--- src/rtl/axis_reg_slice_if.sv ---
// AXI4-Stream bundle shared by the register slice and its neighbours.
// Handshake: a beat transfers on a rising edge where tvalid and tready are both 1;
// once tvalid is raised the master holds it and every payload field until that edge.
interface axistream_if #(
  parameter int DWIDTH     = 32,
  parameter int ID_WIDTH   = 4,
  parameter int DEST_WIDTH = 1,
  parameter int USER_WIDTH = 4
);
  logic                    tvalid;
  logic                    tready;
  logic [DWIDTH-1:0]       tdata;
  logic [DWIDTH/8-1:0]     tstrb;
  logic [DWIDTH/8-1:0]     tkeep;
  logic                    tlast;
  logic [ID_WIDTH-1:0]     tid;
  logic [DEST_WIDTH-1:0]   tdest;
  logic [USER_WIDTH-1:0]   tuser;

  modport master (
    output tvalid, tdata, tstrb, tkeep, tlast, tid, tdest, tuser,
    input  tready
  );

  modport slave (
    input  tvalid, tdata, tstrb, tkeep, tlast, tid, tdest, tuser,
    output tready
  );
endinterface

--- src/rtl/axis_reg_slice.sv ---
// Cascade of skid-buffer stages cutting every combinational path of an AXI4-Stream;
// each stage registers tvalid, tready and the payload, and holds up to two beats.
module axis_reg_slice #(
  parameter int DWIDTH     = 32,
  parameter int ID_WIDTH   = 4,
  parameter int DEST_WIDTH = 1,
  parameter int USER_WIDTH = 4,
  parameter int STAGES     = 1,
  localparam int LEVEL_W   = (STAGES > 0) ? $clog2(2 * STAGES + 1) : 1
) (
  input  logic               aclk,
  input  logic               areset,
  axistream_if.slave         s_axis,
  axistream_if.master        m_axis,
  output logic [LEVEL_W-1:0] level
);
  localparam int KW = DWIDTH / 8;
  localparam int PW = DWIDTH + 2 * KW + 1 + ID_WIDTH + DEST_WIDTH + USER_WIDTH;

  typedef enum logic [1:0] {
    EMPTY = 2'd0,
    ONE   = 2'd1,
    TWO   = 2'd2
  } state_t;

  if (DWIDTH < 8 || (DWIDTH % 8) != 0) begin : g_bad_dwidth
    $error("axis_reg_slice: DWIDTH must be a positive multiple of 8");
  end
  if (STAGES < 0 || STAGES > 8) begin : g_bad_stages
    $error("axis_reg_slice: STAGES must lie in 0..8");
  end

  logic [PW-1:0] in_payload;
  logic [PW-1:0] out_payload;

  // The whole beat travels as one vector so sideband fields can never detach from their data.
  assign in_payload = {s_axis.tdata, s_axis.tstrb, s_axis.tkeep, s_axis.tlast,
                       s_axis.tid, s_axis.tdest, s_axis.tuser};
  assign {m_axis.tdata, m_axis.tstrb, m_axis.tkeep, m_axis.tlast,
          m_axis.tid, m_axis.tdest, m_axis.tuser} = out_payload;

  if (STAGES == 0) begin : g_wire
    logic unused_clk_rst;
    assign unused_clk_rst = aclk | areset;
    assign out_payload    = in_payload;
    assign m_axis.tvalid  = s_axis.tvalid;
    assign s_axis.tready  = m_axis.tready;
    assign level          = '0;
  end else begin : g_pipe
    logic [STAGES:0] vld;
    logic [STAGES:0] rdy;
    logic [PW-1:0]   pay [STAGES+1];

    assign vld[0]        = s_axis.tvalid;
    assign pay[0]        = in_payload;
    assign s_axis.tready = rdy[0];
    assign m_axis.tvalid = vld[STAGES];
    assign out_payload   = pay[STAGES];
    assign rdy[STAGES]   = m_axis.tready;

    for (genvar k = 0; k < STAGES; k++) begin : g_stage
      state_t        state;
      state_t        state_nx;
      logic [PW-1:0] main_q;
      logic [PW-1:0] skid_q;
      logic          ready_q;
      logic          in_fire;
      logic          out_fire;
      logic          load_main;
      logic          load_skid;
      logic          main_from_skid;

      assign in_fire  = vld[k] & ready_q;
      assign out_fire = (state != EMPTY) & rdy[k+1];

      always_comb begin
        state_nx       = state;
        load_main      = 1'b0;
        load_skid      = 1'b0;
        main_from_skid = 1'b0;
        case (state)
          EMPTY: begin
            if (in_fire) begin
              state_nx  = ONE;
              load_main = 1'b1;
            end
          end
          ONE: begin
            if (in_fire && !out_fire) begin
              state_nx  = TWO;
              load_skid = 1'b1;
            end else if (!in_fire && out_fire) begin
              state_nx  = EMPTY;
            end else if (in_fire && out_fire) begin
              load_main = 1'b1;
            end
          end
          TWO: begin
            // ready_q is low here, so only the drain event can occur.
            if (out_fire) begin
              state_nx       = ONE;
              main_from_skid = 1'b1;
            end
          end
          default: state_nx = EMPTY;
        endcase
      end

      always_ff @(posedge aclk) begin
        if (areset) begin
          state   <= EMPTY;
          ready_q <= 1'b0;
        end else begin
          state   <= state_nx;
          ready_q <= (state_nx != TWO);
        end
      end

      always_ff @(posedge aclk) begin
        if (load_main) begin
          main_q <= pay[k];
        end else if (main_from_skid) begin
          main_q <= skid_q;
        end
        if (load_skid) begin
          skid_q <= pay[k];
        end
      end

      assign vld[k+1] = (state != EMPTY);
      assign pay[k+1] = main_q;
      assign rdy[k]   = ready_q;
    end

    logic               s_fire;
    logic               m_fire;
    logic [LEVEL_W-1:0] level_q;

    assign s_fire = s_axis.tvalid & s_axis.tready;
    assign m_fire = m_axis.tvalid & m_axis.tready;

    always_ff @(posedge aclk) begin
      if (areset) begin
        level_q <= '0;
      end else if (s_fire && !m_fire) begin
        level_q <= level_q + LEVEL_W'(1);
      end else if (!s_fire && m_fire) begin
        level_q <= level_q - LEVEL_W'(1);
      end
    end

    assign level = level_q;
  end
endmodule

--- src/flat_wrapper.sv ---
// flat-port wrapper written by rule: the top's interface ports become plain ports
module axis_reg_slice_flat 
#(
  parameter int DWIDTH     = 32,
  parameter int ID_WIDTH   = 4,
  parameter int DEST_WIDTH = 1,
  parameter int USER_WIDTH = 4,
  parameter int STAGES     = 1,
  localparam int LEVEL_W   = (STAGES > 0) ? $clog2(2 * STAGES + 1) : 1
)
  (aclk, areset, level, s_axis_tvalid, s_axis_tdata, s_axis_tstrb, s_axis_tkeep, s_axis_tlast, s_axis_tid, s_axis_tdest, s_axis_tuser, s_axis_tready, m_axis_tvalid, m_axis_tdata, m_axis_tstrb, m_axis_tkeep, m_axis_tlast, m_axis_tid, m_axis_tdest, m_axis_tuser, m_axis_tready);
  axistream_if #(.DWIDTH(DWIDTH), .ID_WIDTH(ID_WIDTH), .DEST_WIDTH(DEST_WIDTH), .USER_WIDTH(USER_WIDTH)) s_axis_i ();
  axistream_if #(.DWIDTH(DWIDTH), .ID_WIDTH(ID_WIDTH), .DEST_WIDTH(DEST_WIDTH), .USER_WIDTH(USER_WIDTH)) m_axis_i ();
  input  logic aclk;
  input  logic areset;
  output logic [LEVEL_W-1:0] level;
  input wire logic [$bits(s_axis_i.tvalid)-1:0] s_axis_tvalid;
  input wire logic [$bits(s_axis_i.tdata)-1:0] s_axis_tdata;
  input wire logic [$bits(s_axis_i.tstrb)-1:0] s_axis_tstrb;
  input wire logic [$bits(s_axis_i.tkeep)-1:0] s_axis_tkeep;
  input wire logic [$bits(s_axis_i.tlast)-1:0] s_axis_tlast;
  input wire logic [$bits(s_axis_i.tid)-1:0] s_axis_tid;
  input wire logic [$bits(s_axis_i.tdest)-1:0] s_axis_tdest;
  input wire logic [$bits(s_axis_i.tuser)-1:0] s_axis_tuser;
  output wire logic [$bits(s_axis_i.tready)-1:0] s_axis_tready;
  output wire logic [$bits(m_axis_i.tvalid)-1:0] m_axis_tvalid;
  output wire logic [$bits(m_axis_i.tdata)-1:0] m_axis_tdata;
  output wire logic [$bits(m_axis_i.tstrb)-1:0] m_axis_tstrb;
  output wire logic [$bits(m_axis_i.tkeep)-1:0] m_axis_tkeep;
  output wire logic [$bits(m_axis_i.tlast)-1:0] m_axis_tlast;
  output wire logic [$bits(m_axis_i.tid)-1:0] m_axis_tid;
  output wire logic [$bits(m_axis_i.tdest)-1:0] m_axis_tdest;
  output wire logic [$bits(m_axis_i.tuser)-1:0] m_axis_tuser;
  input wire logic [$bits(m_axis_i.tready)-1:0] m_axis_tready;
  assign s_axis_i.tvalid = s_axis_tvalid;
  assign s_axis_i.tdata = s_axis_tdata;
  assign s_axis_i.tstrb = s_axis_tstrb;
  assign s_axis_i.tkeep = s_axis_tkeep;
  assign s_axis_i.tlast = s_axis_tlast;
  assign s_axis_i.tid = s_axis_tid;
  assign s_axis_i.tdest = s_axis_tdest;
  assign s_axis_i.tuser = s_axis_tuser;
  assign s_axis_tready = s_axis_i.tready;
  assign m_axis_tvalid = m_axis_i.tvalid;
  assign m_axis_tdata = m_axis_i.tdata;
  assign m_axis_tstrb = m_axis_i.tstrb;
  assign m_axis_tkeep = m_axis_i.tkeep;
  assign m_axis_tlast = m_axis_i.tlast;
  assign m_axis_tid = m_axis_i.tid;
  assign m_axis_tdest = m_axis_i.tdest;
  assign m_axis_tuser = m_axis_i.tuser;
  assign m_axis_i.tready = m_axis_tready;
  axis_reg_slice #(.DWIDTH(DWIDTH), .ID_WIDTH(ID_WIDTH), .DEST_WIDTH(DEST_WIDTH), .USER_WIDTH(USER_WIDTH), .STAGES(STAGES)) u_core (.aclk(aclk), .areset(areset), .s_axis(s_axis_i), .m_axis(m_axis_i), .level(level));
endmodule
--- config.mk ---
export PLATFORM = sky130hd
export DESIGN_NAME = axis_reg_slice_flat
export DESIGN_NICKNAME = d
export VERILOG_FILES = /design/src/rtl/axis_reg_slice_if.sv /design/src/rtl/axis_reg_slice.sv /design/src/flat_wrapper.sv
export SDC_FILE = /design/constraint.sdc
export NUM_CORES = 1
export LEC_CHECK = 0
export ABC_CLOCK_PERIOD_IN_PS = 4900
export CORE_ASPECT_RATIO = 0.5
export CORE_UTILIZATION = 51
export CTS_BUF_LIST = sky130_fd_sc_hd__clkbuf_16
export CTS_CLUSTER_DIAMETER = 120
export CTS_CLUSTER_SIZE = 12
export DETAILED_ROUTE_END_ITERATION = 7
export PLACE_DENSITY = 0.84
export SYNTH_ARGS = -nofsm -noshare
export SYNTH_HDL_FRONTEND = slang
export SYNTH_SLANG_ARGS = --single-unit
--- constraint.sdc ---
create_clock -name aclk -period 4.9 [get_ports aclk]
set_clock_uncertainty 0.1 [all_clocks]
set_input_delay 1.47 -clock aclk [delete_from_list [all_inputs] [get_ports aclk]]
set_output_delay 1.47 -clock aclk [all_outputs]
set_load 0.02 [all_outputs]
* After elaboration in Yosys (flattened, before gate mapping)
Index checks and enable logic that the tools add are counted.
Widths: inputs -> output; s select.
** Word-level totals
- Flip-flop bits (word level) :: 105
- Output and inout port bits :: 54
- Logic and storage cells :: 39
** Cells by class
- Add/sub/neg operators :: 2
- Eq/ne operators :: 3
- Multiplexer cells :: 18
- Bitwise gates (word level) :: 2
- Reduce and logical (&&, ||, !) cells :: 9
** Operator list (number)
- $mux 50 :: 2
- $mux 2 :: 6
- $mux 1 :: 8
- $pmux 2 s3 :: 1
- $reduce_bool 2->1 :: 3
- $logic_and 1x1->1 :: 3
- $add 2x1->2 const B :: 1
- $and 1x1->1 :: 2
- $eq 2x1->1 const B :: 1
- $eq 2x2->1 const B :: 1
- $logic_not 1->1 :: 2
- $logic_not 2->1 :: 1
- $ne 2x2->1 const B :: 1
- $pmux 1 s2 :: 1
- $sub 2x1->2 const B :: 1

* Logic depth before layout (Yosys ltp)
- Word-level depth :: 8
- Gate-level depth with buffers :: 4
- Gate-level depth less buffers :: 4

* Worst setup path before layout
Ideal clock, no wire load.
- Kind :: input-to-reg
- Start :: in s_axis_tvalid
- End :: reg u_core.g_pipe.g_stage[0].skid_q[0], enable pin
- Setup time :: 413 ps
- Arrival :: 2891 ps
- Required time :: 4387 ps
- Slack :: 1496 ps
- Cell stages on the path :: 2
- Cell sequence :: and3b_1 -> and2_1
** Between the ends
- Cells in the longest elaborated chain, start to end :: 4
** Ends and longest elaborated chain
- from (decl) :: line flat_wrapper.sv:17 : input wire logic [$bits(s_axis_i.tvalid)-1:0] s_axis_tvalid;
- $and 1x1->1 :: line axis_reg_slice.sv:73 : assign in_fire = vld[k] & ready_q;
- $logic_and 1x1->1 :: line axis_reg_slice.sv:89 : if (in_fire && !out_fire) begin
- $mux 1 :: line axis_reg_slice.sv:89
- $mux 1 :: line axis_reg_slice.sv:81 : case (state)
- named net u_core.g_pipe.g_stage[0].load_skid :: line axis_reg_slice.sv:70 : logic load_skid;
- to (signal assigned) :: line axis_reg_slice.sv:126 : skid_q <= pay[k];
- to (decl) :: line axis_reg_slice.sv:65 : logic [PW-1:0] skid_q;
The timed path passes the listed nets, and every way through them passes these cells.
A chain may end at the register's enable or synchronous reset.

* Worst setup path after layout
- Start :: in m_axis_tready
- End :: reg u_core.g_pipe.g_stage[0].main_q[42], data pin
** Between the ends
- Cells in the longest elaborated chain, start to end :: 7
- Elaborated cells between the ends (all ways) :: 10
** Ends and longest elaborated chain
- from (decl) :: line flat_wrapper.sv:34 : input wire logic [$bits(m_axis_i.tready)-1:0] m_axis_tready;
- $and 1x1->1 * :: line axis_reg_slice.sv:74 : assign out_fire = (state != EMPTY) & rdy[k+1];
- $logic_and 1x1->1 :: line axis_reg_slice.sv:94 : end else if (in_fire && out_fire) begin
- $mux 1 :: line axis_reg_slice.sv:94
- $mux 1 :: line axis_reg_slice.sv:92 : end else if (!in_fire && out_fire) begin
- $mux 1 * :: line axis_reg_slice.sv:89
- $pmux 1 s2 * :: line axis_reg_slice.sv:81
- $mux 50 * :: line axis_reg_slice.sv:120 : if (load_main) begin
- to (signal assigned) :: line axis_reg_slice.sv:121 : main_q <= pay[k];
- to (signal assigned) :: line axis_reg_slice.sv:123 : main_q <= skid_q;
- to (decl) :: line axis_reg_slice.sv:64 : logic [PW-1:0] main_q;
Every way passes the cells marked *; elsewhere a longest branch is shown, timed or not.

==> flow_summary_export.csv <==
group,metric,value,unit
critical_path,worst-path-max-fanout,39,
synth,ys_seq_area_share,79.67,%
final_layout,fin_cells,404,
critical_path,crit_path_start_kind,"input port",
pwr,p_leak,0.001822,µW
pwr,pwr-share-clk,35.7,%
clock_network,clk_pin_slew,0.06,ns
critical_path,required,4.88,ns
outcome,status,"finished with violations",
clock_network,clockRootBuffer,"clkbuf_16",
placement,place_congestion,0.7309,
critical_path,cp_top_family,"buffers and inverters",
clock_network,hold_buffers,0,
drt,avgViaCountPerCell,5.101,
floorplan,core,0.007350,mm²
synth,synthCells,186,
synth,synthesis.nets,240,
sta,relSlewSlack,56.67,%
critical_path,cp_slowest_cell,"clkdlybuf4s50_1",
drt,finalWirelength,7.425,mm
global_routing,overflow,0,
sta,tightest_slew,0.6499,ns
pwr,switchingPower,422.7,µW
placement,dp_hpwl,4.874,mm
floorplan,die-area,0.008012,mm²
sta,fin_crit_sh,70.49,%
sta,finalHoldViolations,0,
worst_hold_path,min_path_type,"register to register",
pwr,power_frac_comb,11.3,%
critical_path,slowest_delay,0.60,ns
sta,grt_setup_unrepaired,"false",
placement,dp_slack,1.104,ns
critical_path,path_buf_inv,2,
global_routing,grt_max_degree,43,
sta,fin_ws,1.446,ns
global_routing,antenna_found_initial,0,
global_routing,grt_pass1_wl,11.74,mm
floorplan,die_x,125.6,µm
drt,drt_pass1_iterations,6,
floorplan,initial_utilization,53.00,%
clock_network,clock_latency,0.34,ns
floorplan,chipHeight,63.80,µm
synth,yosys_register_bits,105,
final_layout,fillCellCount,453,
synth,syn_avg_cell_area,20.94,µm²
pwr,p_int,1535,µW
clock_network,clock_path_buffers,2,
final_layout,fin_nets,357,
drt,drtIter0Drc,163,
clock_network,cts_buffers,9,
synth,yosysWarnings,0,
pwr,swShare,21.59,%
floorplan,ioPinCount,108,
pwr,power.density,365.1,mW/mm²
final_layout,diodes,0,
critical_path,worstPathArrival,3.44,ns
sta,fin_setup_tns,0,ns
drt,ant_nets,0,
outcome,violations,"DRC",
global_routing,grt_pass1_vias,2189,
floorplan,rows,22,
sta,min_period,3.454,ns
final_layout,syn2layout_area_growth,37.68,%
clock_network,ctsResizeCount,0,
placement,io_buffers,107,
drt,wl_per_cell,18.38,µm
pwr,seq_power_share,53.0,%
drt,drc,2,
sta,setup_viol,0,
critical_path,end_kind,"register",
synth,syn_area,0.003895,mm²
sta,slew_violations,0,
pwr,ir_drop,0.2377,mV
flow_run,drv_cap,0,
drt,vias,2061,
clock_network,htreeDepth,3,
sta,fmax,289.5,MHz
critical_path,crit_chain,"clkdlybuf4s50_1 > nor2b_2 > nor3_4 > buf_12 > mux2_2",
placement,post-place-cells,388,
clock_network,cts_setup_buffers,0,
synth,ys_types,22,
final_layout,utilization,72.97,%
global_routing,grt.total_usage,19.98,%
clock_network,cts_sinks,105,
final_layout,drive_above_1_share,22.40,%
clock_network,cts_tree,"done",
critical_path,criticalPathCategory,"input port to register",
[area by class of cell]
| cell class | count | area [µm²] | share of cell area (%) |
|---|---|---|---|
| Sequential cell | 105 | 3103 | 57.86 |
| Tap cell | 96 | 120.1 | 2.240 |
| Clock inverter | 7 | 62.56 | 1.167 |
| Timing Repair Buffer | 111 | 1114 | 20.77 |
| Clock buffer | 9 | 225.2 | 4.200 |
| Multi-Input combinational cell | 76 | 738.2 | 13.77 |
[final timing paths]
check             slack [ns]  cells after the start                                    startpoint                                            end
hold reg to reg         0.43                      2                  u_core.level[1]$_SDFFE_PP0P_                   u_core.level[1]$_SDFFE_PP0P_
setup / recovery        1.45                      5                                 m_axis_tready  u_core.g_pipe.g_stage[0].main_q[42]$_DFFE_PP_
hold / removal          0.43                      2                  u_core.level[1]$_SDFFE_PP0P_                   u_core.level[1]$_SDFFE_PP0P_
setup reg to reg        2.71                      5  u_core.g_pipe.g_stage[0].state[1]$_SDFF_PP0_  u_core.g_pipe.g_stage[0].main_q[15]$_DFFE_PP_
[cells in the mapped netlist]
master	instances	area share, %
nor3_4	1	0.42
nor2_1	5	0.48
a21oi_1	3	0.39
nor2b_2	1	0.22
or2_2	1	0.16
a21o_1	1	0.19
xor2_1	2	0.45
o21ai_0	1	0.13
and3b_1	1	0.22
nand2_1	2	0.19
and3_1	1	0.16
buf_6	5	1.4
and2_1	1	0.16
dfxtp_1	5	2.6
edfxtp_1	100	77
nand3_1	1	0.13
xnor2_1	1	0.22
mux2i_1	2	0.51
nor3_1	1	0.13
o21ba_2	1	0.26
mux2_2	46	13
mux2_1	4	1.2
[worst min-delay path, stage by stage, from the launching register on]
cell and delay (ns):
dfxtp_1 0.35, xor2_1 0.07, nor2_1 0.07
[logic make-up (layout without fill, tap and decap cells)]
group           after synthesis  count (layout)  synth area share (%)
simple gates                 15              15                 2.281
flops                       105             105                 79.67
buf+inv                       5             127                 1.445
compound gates                6               6                0.9635
mux                          52              52                 14.97
xor+xnor                      3               3                0.6747
[power by group through the flow]
stage               Clock (µW)  Sequential [µW]  Combinational [µW]
finish                     698             1040                 222
global route               748             1040                 234
CTS                        710             1040                 224
detailed placement           0             1060                 221
global placement             0             1060                 215
floorplan                    0             1100                62.9
[stage by stage]
step | area, µm² | hold WS, ns | power, µW
after detailed placement | 5075 | 0.4089 | 1279
final | 5363 | 0.4251 | 1958
after global routing | 5363 | 0.4558 | 2023
after floorplan | 3895 | 0.4013 | 1159
after CTS | 5363 | 0.4295 | 1973
after global placement | 5075 | 0.3948 | 1272
[registers in the layout (all words and copies together) (netlist names)]
register / count
u_core.g_pipe.g_stage.skid_q: 50
u_core.g_pipe.g_stage.main_q: 50
u_core.s_axis.tready: 1
u_core.g_pipe.g_stage.state: 2
u_core.level: 2
[cell usage in the layout (no fill, tap or decap), drive strengths merged, types with 3 or more instances in the layout]
master / instances
nor2: 5
edfxtp: 100
dfxtp: 5
inv: 4
a21oi: 3
buf: 4
mux2: 50
clkbuf: 9
clkdlybuf4s50: 107
[per-layer routing]
layer	wire length (µm)	share of wire, %	global-route usage (%)	vias to the layer above
li1	-	-	-	963
met1	2971	40	23.19	1029
met2	4111	55	36.04	65
met3	293	3.9	5.528	4
met4	49	0.66	7.317	0
met5	0	0	0	-
Power figures use the tool's default switching activity.
